<file path="config.mk">
export PLATFORM = sky130hd
export DESIGN_NAME = time_set_ctrl_flat
export DESIGN_NICKNAME = d
export VERILOG_FILES = /design/src/rtl/time_set_ctrl_pkg.sv /design/src/rtl/time_set_ctrl_if.sv /design/src/rtl/time_set_ctrl_key_repeat.sv /design/src/rtl/time_set_ctrl.sv /design/src/flat_wrapper.sv
export SDC_FILE = /design/constraint.sdc
export NUM_CORES = 1
export LEC_CHECK = 0
export CAP_MARGIN = 30
export CORE_ASPECT_RATIO = 0.75
export CORE_UTILIZATION = 44
export DETAILED_ROUTE_END_ITERATION = 16
export PLACE_DENSITY = 0.71
export SYNTH_ARGS = -nofsm -noshare
export SYNTH_HDL_FRONTEND = slang
export SYNTH_SLANG_ARGS = --single-unit
</file>
<file path="constraint.sdc">
create_clock -name clk -period 11.8 [get_ports clk]
set_input_delay 2.36 -clock clk [delete_from_list [all_inputs] [get_ports clk]]
set_output_delay 2.36 -clock clk [all_outputs]
set_load 0.05 [all_outputs]
</file>
<file path="src/rtl/time_set_ctrl_pkg.sv">
// Shared definitions for the time-set digit editor: key indices, FSM states
// and the wrapped BCD digit step.
package time_set_pkg;

    localparam int unsigned KEY_LEFT  = 0;
    localparam int unsigned KEY_RIGHT = 1;
    localparam int unsigned KEY_INC   = 2;
    localparam int unsigned KEY_DEC   = 3;

    typedef enum logic [1:0] {
        ST_IDLE,
        ST_SNAP,
        ST_EDIT,
        ST_COMMIT
    } state_e;

    function automatic logic [3:0] digit_step(input logic [3:0] value,
                                              input logic [3:0] dmax,
                                              input logic       up);
        if (up) begin
            return (value >= dmax) ? 4'd0 : value + 4'd1;
        end
        return (value == 4'd0) ? dmax : value - 4'd1;
    endfunction

endpackage

</file>
<file path="src/rtl/time_set_ctrl_if.sv">
// Editor-side bundle: live time and keys in, edited/displayed time and status out.
interface time_set_ctrl_if #(
    parameter int unsigned NUM_DIGITS = 6
);
    localparam int unsigned CW = (NUM_DIGITS > 1) ? $clog2(NUM_DIGITS) : 1;

    logic                    edit_en;
    logic [3:0]              key;
    logic [NUM_DIGITS*4-1:0] time_in;
    logic [NUM_DIGITS*4-1:0] time_out;
    logic [CW-1:0]           cursor;
    logic [NUM_DIGITS-1:0]   blink_mask;
    logic                    editing;
    logic                    apply;

    modport master (
        output edit_en, key, time_in,
        input  time_out, cursor, blink_mask, editing, apply
    );

    modport slave (
        input  edit_en, key, time_in,
        output time_out, cursor, blink_mask, editing, apply
    );

endinterface

</file>
<file path="src/rtl/time_set_ctrl_key_repeat.sv">
// Key front end: one-hot validation, press detection and inc/dec auto-repeat.
// Fire outputs are single-cycle and combinational from the current key.
module key_repeat
    import time_set_pkg::*;
#(
    parameter int unsigned REPEAT_DELAY = 50_000_000,
    parameter int unsigned REPEAT_RATE  = 10_000_000
) (
    input  logic       clk,
    input  logic       resett,
    input  logic [3:0] key_i,
    output logic       left_o,
    output logic       right_o,
    output logic       inc_o,
    output logic       dec_o
);

    logic [3:0]  prev_key_q;
    logic [31:0] cnt_q;
    logic        first_done_q;

    logic        valid;
    logic        changed;
    logic        held;
    logic        rep_fire;
    logic        fire;
    logic [31:0] cnt_inc;

    always_comb begin
        valid    = $onehot(key_i);
        changed  = (key_i != prev_key_q);
        held     = valid && !changed && (key_i[KEY_INC] || key_i[KEY_DEC]);
        cnt_inc  = cnt_q + 32'd1;
        rep_fire = held && (cnt_inc == (first_done_q ? REPEAT_RATE : REPEAT_DELAY));
        fire     = (valid && changed) || rep_fire;
        left_o   = fire && key_i[KEY_LEFT];
        right_o  = fire && key_i[KEY_RIGHT];
        inc_o    = fire && key_i[KEY_INC];
        dec_o    = fire && key_i[KEY_DEC];
    end

    always_ff @(posedge clk) begin
        if (resett) begin
            prev_key_q   <= '0;
            cnt_q        <= '0;
            first_done_q <= 1'b0;
        end else begin
            prev_key_q <= key_i;
            if (!held) begin
                cnt_q        <= '0;
                first_done_q <= 1'b0;
            end else if (rep_fire) begin
                cnt_q        <= '0;
                first_done_q <= 1'b1;
            end else begin
                cnt_q <= cnt_inc;
            end
        end
    end

endmodule

</file>
<file path="src/rtl/time_set_ctrl.sv">
// Digit editor between the BCD time counter and the display path: pass-through
// when idle, shadow-register editing with cursor/blink while edit_en is high.
module time_set_ctrl
    import time_set_pkg::*;
#(
    parameter int unsigned            NUM_DIGITS   = 6,
    parameter logic [NUM_DIGITS*4-1:0] DIGIT_MAX   = {4'd2, 4'd9, 4'd5, 4'd9, 4'd5, 4'd9},
    parameter int unsigned            REPEAT_DELAY = 50_000_000,
    parameter int unsigned            REPEAT_RATE  = 10_000_000,
    parameter int unsigned            BLINK_DIV    = 25_000_000
) (
    input logic            clk,
    input logic            resett,
    time_set_ctrl_if.slave bus
);

    localparam int unsigned CW = (NUM_DIGITS > 1) ? $clog2(NUM_DIGITS) : 1;
    localparam int unsigned W  = NUM_DIGITS * 4;

    state_e                state_q, state_d;
    logic [W-1:0]          shadow_q, shadow_d;
    logic [W-1:0]          time_out_q, time_out_d;
    logic [CW-1:0]         cursor_q, cursor_d;
    logic [NUM_DIGITS-1:0] mask_q, mask_d;
    logic                  phase_q, phase_d;
    logic [31:0]           bcnt_q, bcnt_d;
    logic                  pend_q, pend_d;
    logic                  prev_edit_q;
    logic                  editing_q;
    logic                  apply_q;

    logic                  fire_left, fire_right, fire_inc, fire_dec;
    logic                  rise;
    logic [3:0]            cur_digit, cur_max;

    key_repeat #(
        .REPEAT_DELAY(REPEAT_DELAY),
        .REPEAT_RATE (REPEAT_RATE)
    ) u_key_repeat (
        .clk    (clk),
        .resett (resett),
        .key_i  (bus.key),
        .left_o (fire_left),
        .right_o(fire_right),
        .inc_o  (fire_inc),
        .dec_o  (fire_dec)
    );

    function automatic logic [W-1:0] sanitize(input logic [W-1:0] t);
        logic [W-1:0] r;
        r = '0;
        for (int unsigned i = 0; i < NUM_DIGITS; i++) begin
            r[i*4 +: 4] = (t[i*4 +: 4] > DIGIT_MAX[i*4 +: 4]) ? 4'd0 : t[i*4 +: 4];
        end
        return r;
    endfunction

    always_comb begin
        state_d    = state_q;
        shadow_d   = shadow_q;
        time_out_d = time_out_q;
        cursor_d   = cursor_q;
        phase_d    = phase_q;
        bcnt_d     = bcnt_q;
        pend_d     = pend_q;
        rise       = bus.edit_en && !prev_edit_q;
        cur_digit  = shadow_q[{cursor_q, 2'b00} +: 4];
        cur_max    = DIGIT_MAX[{cursor_q, 2'b00} +: 4];

        case (state_q)
            ST_IDLE: begin
                time_out_d = bus.time_in;
                pend_d     = 1'b0;
                if (rise || pend_q) state_d = ST_SNAP;
            end
            ST_SNAP: begin
                shadow_d   = sanitize(bus.time_in);
                time_out_d = shadow_d;
                cursor_d   = '0;
                bcnt_d     = '0;
                phase_d    = 1'b0;
                state_d    = ST_EDIT;
            end
            ST_EDIT: begin
                time_out_d = shadow_q;
                // Level test also covers edit_en dropping during SNAP.
                if (!bus.edit_en) begin
                    state_d = ST_COMMIT;
                end else begin
                    if (bcnt_q == BLINK_DIV - 1) begin
                        bcnt_d  = '0;
                        phase_d = !phase_q;
                    end else begin
                        bcnt_d = bcnt_q + 32'd1;
                    end
                    if (fire_left || fire_right || fire_inc || fire_dec) begin
                        phase_d = 1'b1;
                        bcnt_d  = '0;
                    end
                    if (fire_left)
                        cursor_d = (cursor_q == CW'(NUM_DIGITS - 1)) ? '0 : cursor_q + CW'(1);
                    if (fire_right)
                        cursor_d = (cursor_q == '0) ? CW'(NUM_DIGITS - 1) : cursor_q - CW'(1);
                    if (fire_inc)
                        shadow_d[{cursor_q, 2'b00} +: 4] = digit_step(cur_digit, cur_max, 1'b1);
                    if (fire_dec)
                        shadow_d[{cursor_q, 2'b00} +: 4] = digit_step(cur_digit, cur_max, 1'b0);
                end
            end
            ST_COMMIT: begin
                time_out_d = shadow_q;
                state_d    = ST_IDLE;
                pend_d     = rise;
            end
            default: state_d = ST_IDLE;
        endcase

        mask_d = '0;
        if (state_d == ST_EDIT && phase_d) mask_d = NUM_DIGITS'(1) << cursor_d;
    end

    always_ff @(posedge clk) begin
        if (resett) begin
            state_q     <= ST_IDLE;
            shadow_q    <= '0;
            time_out_q  <= '0;
            cursor_q    <= '0;
            mask_q      <= '0;
            phase_q     <= 1'b0;
            bcnt_q      <= '0;
            pend_q      <= 1'b0;
            prev_edit_q <= 1'b0;
            editing_q   <= 1'b0;
            apply_q     <= 1'b0;
        end else begin
            state_q     <= state_d;
            shadow_q    <= shadow_d;
            time_out_q  <= time_out_d;
            cursor_q    <= cursor_d;
            mask_q      <= mask_d;
            phase_q     <= phase_d;
            bcnt_q      <= bcnt_d;
            pend_q      <= pend_d;
            prev_edit_q <= bus.edit_en;
            editing_q   <= (state_d != ST_IDLE);
            apply_q     <= (state_d == ST_COMMIT);
        end
    end

    assign bus.time_out   = time_out_q;
    assign bus.cursor     = cursor_q;
    assign bus.blink_mask = mask_q;
    assign bus.editing    = editing_q;
    assign bus.apply      = apply_q;

endmodule

</file>
<file path="src/flat_wrapper.sv">
// flat-port wrapper written by rule: the top's interface ports become plain ports
module time_set_ctrl_flat import time_set_pkg::*;
#(
    parameter int unsigned            NUM_DIGITS   = 6,
    parameter logic [NUM_DIGITS*4-1:0] DIGIT_MAX   = {4'd2, 4'd9, 4'd5, 4'd9, 4'd5, 4'd9},
    parameter int unsigned            REPEAT_DELAY = 50_000_000,
    parameter int unsigned            REPEAT_RATE  = 10_000_000,
    parameter int unsigned            BLINK_DIV    = 25_000_000
)
  (clk, resett, bus_edit_en, bus_key, bus_time_in, bus_time_out, bus_cursor, bus_blink_mask, bus_editing, bus_apply);
  time_set_ctrl_if #(.NUM_DIGITS(NUM_DIGITS)) bus_i ();
  input logic clk;
  input logic resett;
  input wire logic [$bits(bus_i.edit_en)-1:0] bus_edit_en;
  input wire logic [$bits(bus_i.key)-1:0] bus_key;
  input wire logic [$bits(bus_i.time_in)-1:0] bus_time_in;
  output wire logic [$bits(bus_i.time_out)-1:0] bus_time_out;
  output wire logic [$bits(bus_i.cursor)-1:0] bus_cursor;
  output wire logic [$bits(bus_i.blink_mask)-1:0] bus_blink_mask;
  output wire logic [$bits(bus_i.editing)-1:0] bus_editing;
  output wire logic [$bits(bus_i.apply)-1:0] bus_apply;
  assign bus_i.edit_en = bus_edit_en;
  assign bus_i.key = bus_key;
  assign bus_i.time_in = bus_time_in;
  assign bus_time_out = bus_i.time_out;
  assign bus_cursor = bus_i.cursor;
  assign bus_blink_mask = bus_i.blink_mask;
  assign bus_editing = bus_i.editing;
  assign bus_apply = bus_i.apply;
  time_set_ctrl #(.NUM_DIGITS(NUM_DIGITS), .DIGIT_MAX(DIGIT_MAX), .REPEAT_DELAY(REPEAT_DELAY), .REPEAT_RATE(REPEAT_RATE), .BLINK_DIV(BLINK_DIV)) u_core (.clk(clk), .resett(resett), .bus(bus_i));
endmodule
</file>
==> impl_metrics.yaml <==
job:
  max_cap_violations: 0
timing:
  max_slew_margin_pct: 32.4
  rsz0062_at_grt: "no"
  period_needed_ps: 6890
  setup_violations: 0
  period_share_pct: 58.4
  skew_ps: 9.08
  hold_ws_ps: 491
  final_max_slew_viol_count: 0
  fmax_mhz: 145
  final_hold_viol_count: 0
  fin_setup_tns_ps: 0
  worstMarginPinSlew_ps: 1010
power_and_ir_drop:
  p_comb_share_pct: 37.0
  peakVddDrop_mv: 0.0969
  p_leak_nw: 3.47
  p_int_mw: 1.03
  switching_share_pct: 39.6
  powerDensity_mw_per_mm2: 176
  finalPower_mw: 1.71
  p_switching_uw: 678
  p_seq_share_pct: 32.0
  p_clk_share_pct: 31.0
synth:
  yosysTopAreaCell: "dfxtp_1"
  syn_inst: 1054
  ys_seq_area_share_pct: 31.9
  synth_top_area_share_pct: 31.9
  yosys-top-cells-area: "dfxtp_1 32%, nor2_1 5.2%, nand2_1 4.6%"
  synthesis.nets: 1108
  synth_warnings: 0
  synth_ff_type: "dfxtp_1"
  ys_types: 91
  synth_area_mm2: 0.00835
  async_reset_ff_share_pct: 0
  ys_seq_elements: 133
  synth_edf_count: 0
  syn_area_per_cell_um2: 7.92
clock_tree:
  insertion_delay_ps: 430
  h-tree-depth: 4
  cts_setup_buffers: 0
  cts_tree: "built"
  post_cts_resized: 0
  numCtsBuffers: 17
  cts_root_buf: "clkbuf_16"
  cts_buffer_depth: 2
  hold_buffers: 0
  cts.sinks: 133
  clkTransAtPathRegs_ps: 60
layout:
  seqCellArea_mm2: 0.00266
  fill_cells: 1759
  diodes: 0
  multi_input_area_mm2: 0.00531
  layout-drive-gt1-share_pct: 7.57
  area_growth_pct: 16.3
  fin_nets: 1138
floorplanning:
  io_pins: 66
  rows: 43
  die_h_um: 121
  core_mm2: 0.0185
  die_area_mm2: 0.0195
  dieWidth_um: 161
  initial_core_util_pct: 45.1
placement:
  place_congestion: 0.983
  dpl.hpwl_um: 18100
  port_buffers: 65
worst_setup_path:
  worst_setup_path_start_kind: "input port"
  path_max_fanout: 18
  critical_path.endpoint_type: "flop"
  arrival_ps: 7210
  crit_required_ps: 12120
  path_class: "input port to flop"
global_routing:
  grt_max_degree: 42
  grt_overflow: 0
  grt_pass1_wl_um: 39800
  track_usage_pct: 25.8
  grt_pass1_vias: 7332
  antenna_found_initial: 0
route:
  avgViaCountPerCell: 6.15
  drc: 0
  ant_nets: 0
  totalWireLength_um: 24900
  via_count: 8263
  drtIter0Drc: 838
  routedWlPerCell_um: 18.6
  drt_first_pass_iters: 6
run_status:
  status: "finished clean"
worst_hold_path:
  min_path_type: "flop to flop"
[per-layer routing]
layer	vias up	GRT usage, %	wire, µm
li1	3968	-	-
met1	3935	37.8	11900
met2	330	37.2	10400
met3	30	6.70	2310
met4	0	6.25	323
met5	-	0	0
[flip-flops by register name, indices dropped and copies added, names as in the netlist]
signal,flops
u_core.u_key_repeat.cnt_q,32
u_core.state_q,2
u_core.prev_edit_q,1
u_core.bus.apply,1
u_core.u_key_repeat.prev_key_q,4
u_core.bus.cursor,3
u_core.u_key_repeat.first_done_q,1
u_core.bus.editing,1
u_core.shadow_q,24
u_core.bus.blink_mask,6
u_core.bcnt_q,32
u_core.phase_q,1
u_core.pend_q,1
u_core.bus.time_out,24
[worst max-delay path: stages]
cell and delay, ps:
clkdlybuf4s50_1 920, inv_2 230, fa_1 440, inv_1 60, ha_1 210, or3_1 420
nor3_1 270, nand4_1 140, nor4b_1 240, nor4b_1 300, a21oi_1 250, o31ai_4 750
buf_6 260, nor3_1 70, o31a_1 270
[through the flow]
step | utilization [%] | worst slack (ps) | instances | area (µm²)
floorplan | - | 5860 | 1054 | 8350
global placement | 49.1 | 4450 | 1310 | 9100
detailed placement | 49.3 | 4500 | 1312 | 9120
CTS | 52.5 | 4940 | 1344 | 9710
global route | 52.5 | 4540 | 1344 | 9710
finish | 52.5 | 4910 | 1344 | 9710
[final cells by class]
class / instances / share of cell area, %
clock buffers: 21 / 4.74
clock inverters: 11 / 1.30
inverters: 34 / 1.31
multi-input cells: 826 / 54.7
flip-flops and latches: 133 / 27.4
well taps: 247 / 3.18
repair buffers: 72 / 7.31
[layout by cell type (no fill, tap or decap), types with 5 or more instances in the layout]
cell and n:
nand3_1 54, dfxtp_1 133, nor4b_1 12, a41oi_1 7
and2_1 12, nor2b_1 13, o21a_1 5, and3_1 27
o22a_1 5, mux2i_1 8, o21ai_1 9, nand2_1 102
or2_2 6, or4_1 6, ha_1 22, a21o_1 19
nand2b_1 5, o22ai_1 7, or3_1 13, xnor2_1 19
clkdlybuf4s50_1 64, o21ai_0 32, nor4_1 26, clkbuf_16 17
inv_1 33, a21oi_1 51, a22oi_1 20, nor2_1 115
buf_4 5, a211oi_1 8, nor3_1 35, o211ai_1 11
a31oi_1 13, nor3b_1 9, nand4_1 23, o31ai_1 15
xor2_1 26
[worst paths after layout]
path,startpoint,end,slack (ps),cells after the start
hold / removal,u_core.bcnt_q[13],u_core.bcnt_q[13],490,2
setup / recovery,bus_key[3],u_core.bcnt_q[5],4910,15
hold reg to reg,u_core.bcnt_q[13],u_core.bcnt_q[13],490,2
setup reg to reg,u_core.u_key_repeat.cnt_q[0],u_core.bcnt_q[5],7340,11
[cell families after synthesis]
family                     after synthesis  synth area share, %
muxes                                   16                 2.58
AOI/OAI and AO/OA                      263                 22.5
buffers and inverters                   95                 4.58
xor gates and xnor gates                45                 4.72
adders and majority gates               23                 3.54
and+or+nand+nor                        479                 30.2
DFF                                    133                 31.9
[power groups by stage]
stage	registers, mW	logic, mW	clock network (mW)
3_5_place_dp	0.555	0.618	0
2_1_floorplan	0.618	0.370	0
5_1_grt	0.552	0.680	0.563
4_1_cts	0.545	0.621	0.539
6_report	0.548	0.633	0.531
3_3_place_gp	0.555	0.614	0
[Yosys cell counts (all sizes together), types with 8 or more instances]
cell type,number
nor4,31
a211oi,8
nand4,24
ha,22
dfxtp,133
nand2,103
a31oi,14
o211ai,13
nor4b,15
mux2i,8
a21oi,53
a21o,19
o31ai,16
buf,15
inv,34
or3,13
and3,27
xor2,26
a22oi,20
nor3,36
nand3,54
nor2b,13
xnor2,19
o21ai,42
clkbuf,46
and2,12
nor3b,9
nor2,116
(Power assumes the default switching activity.)
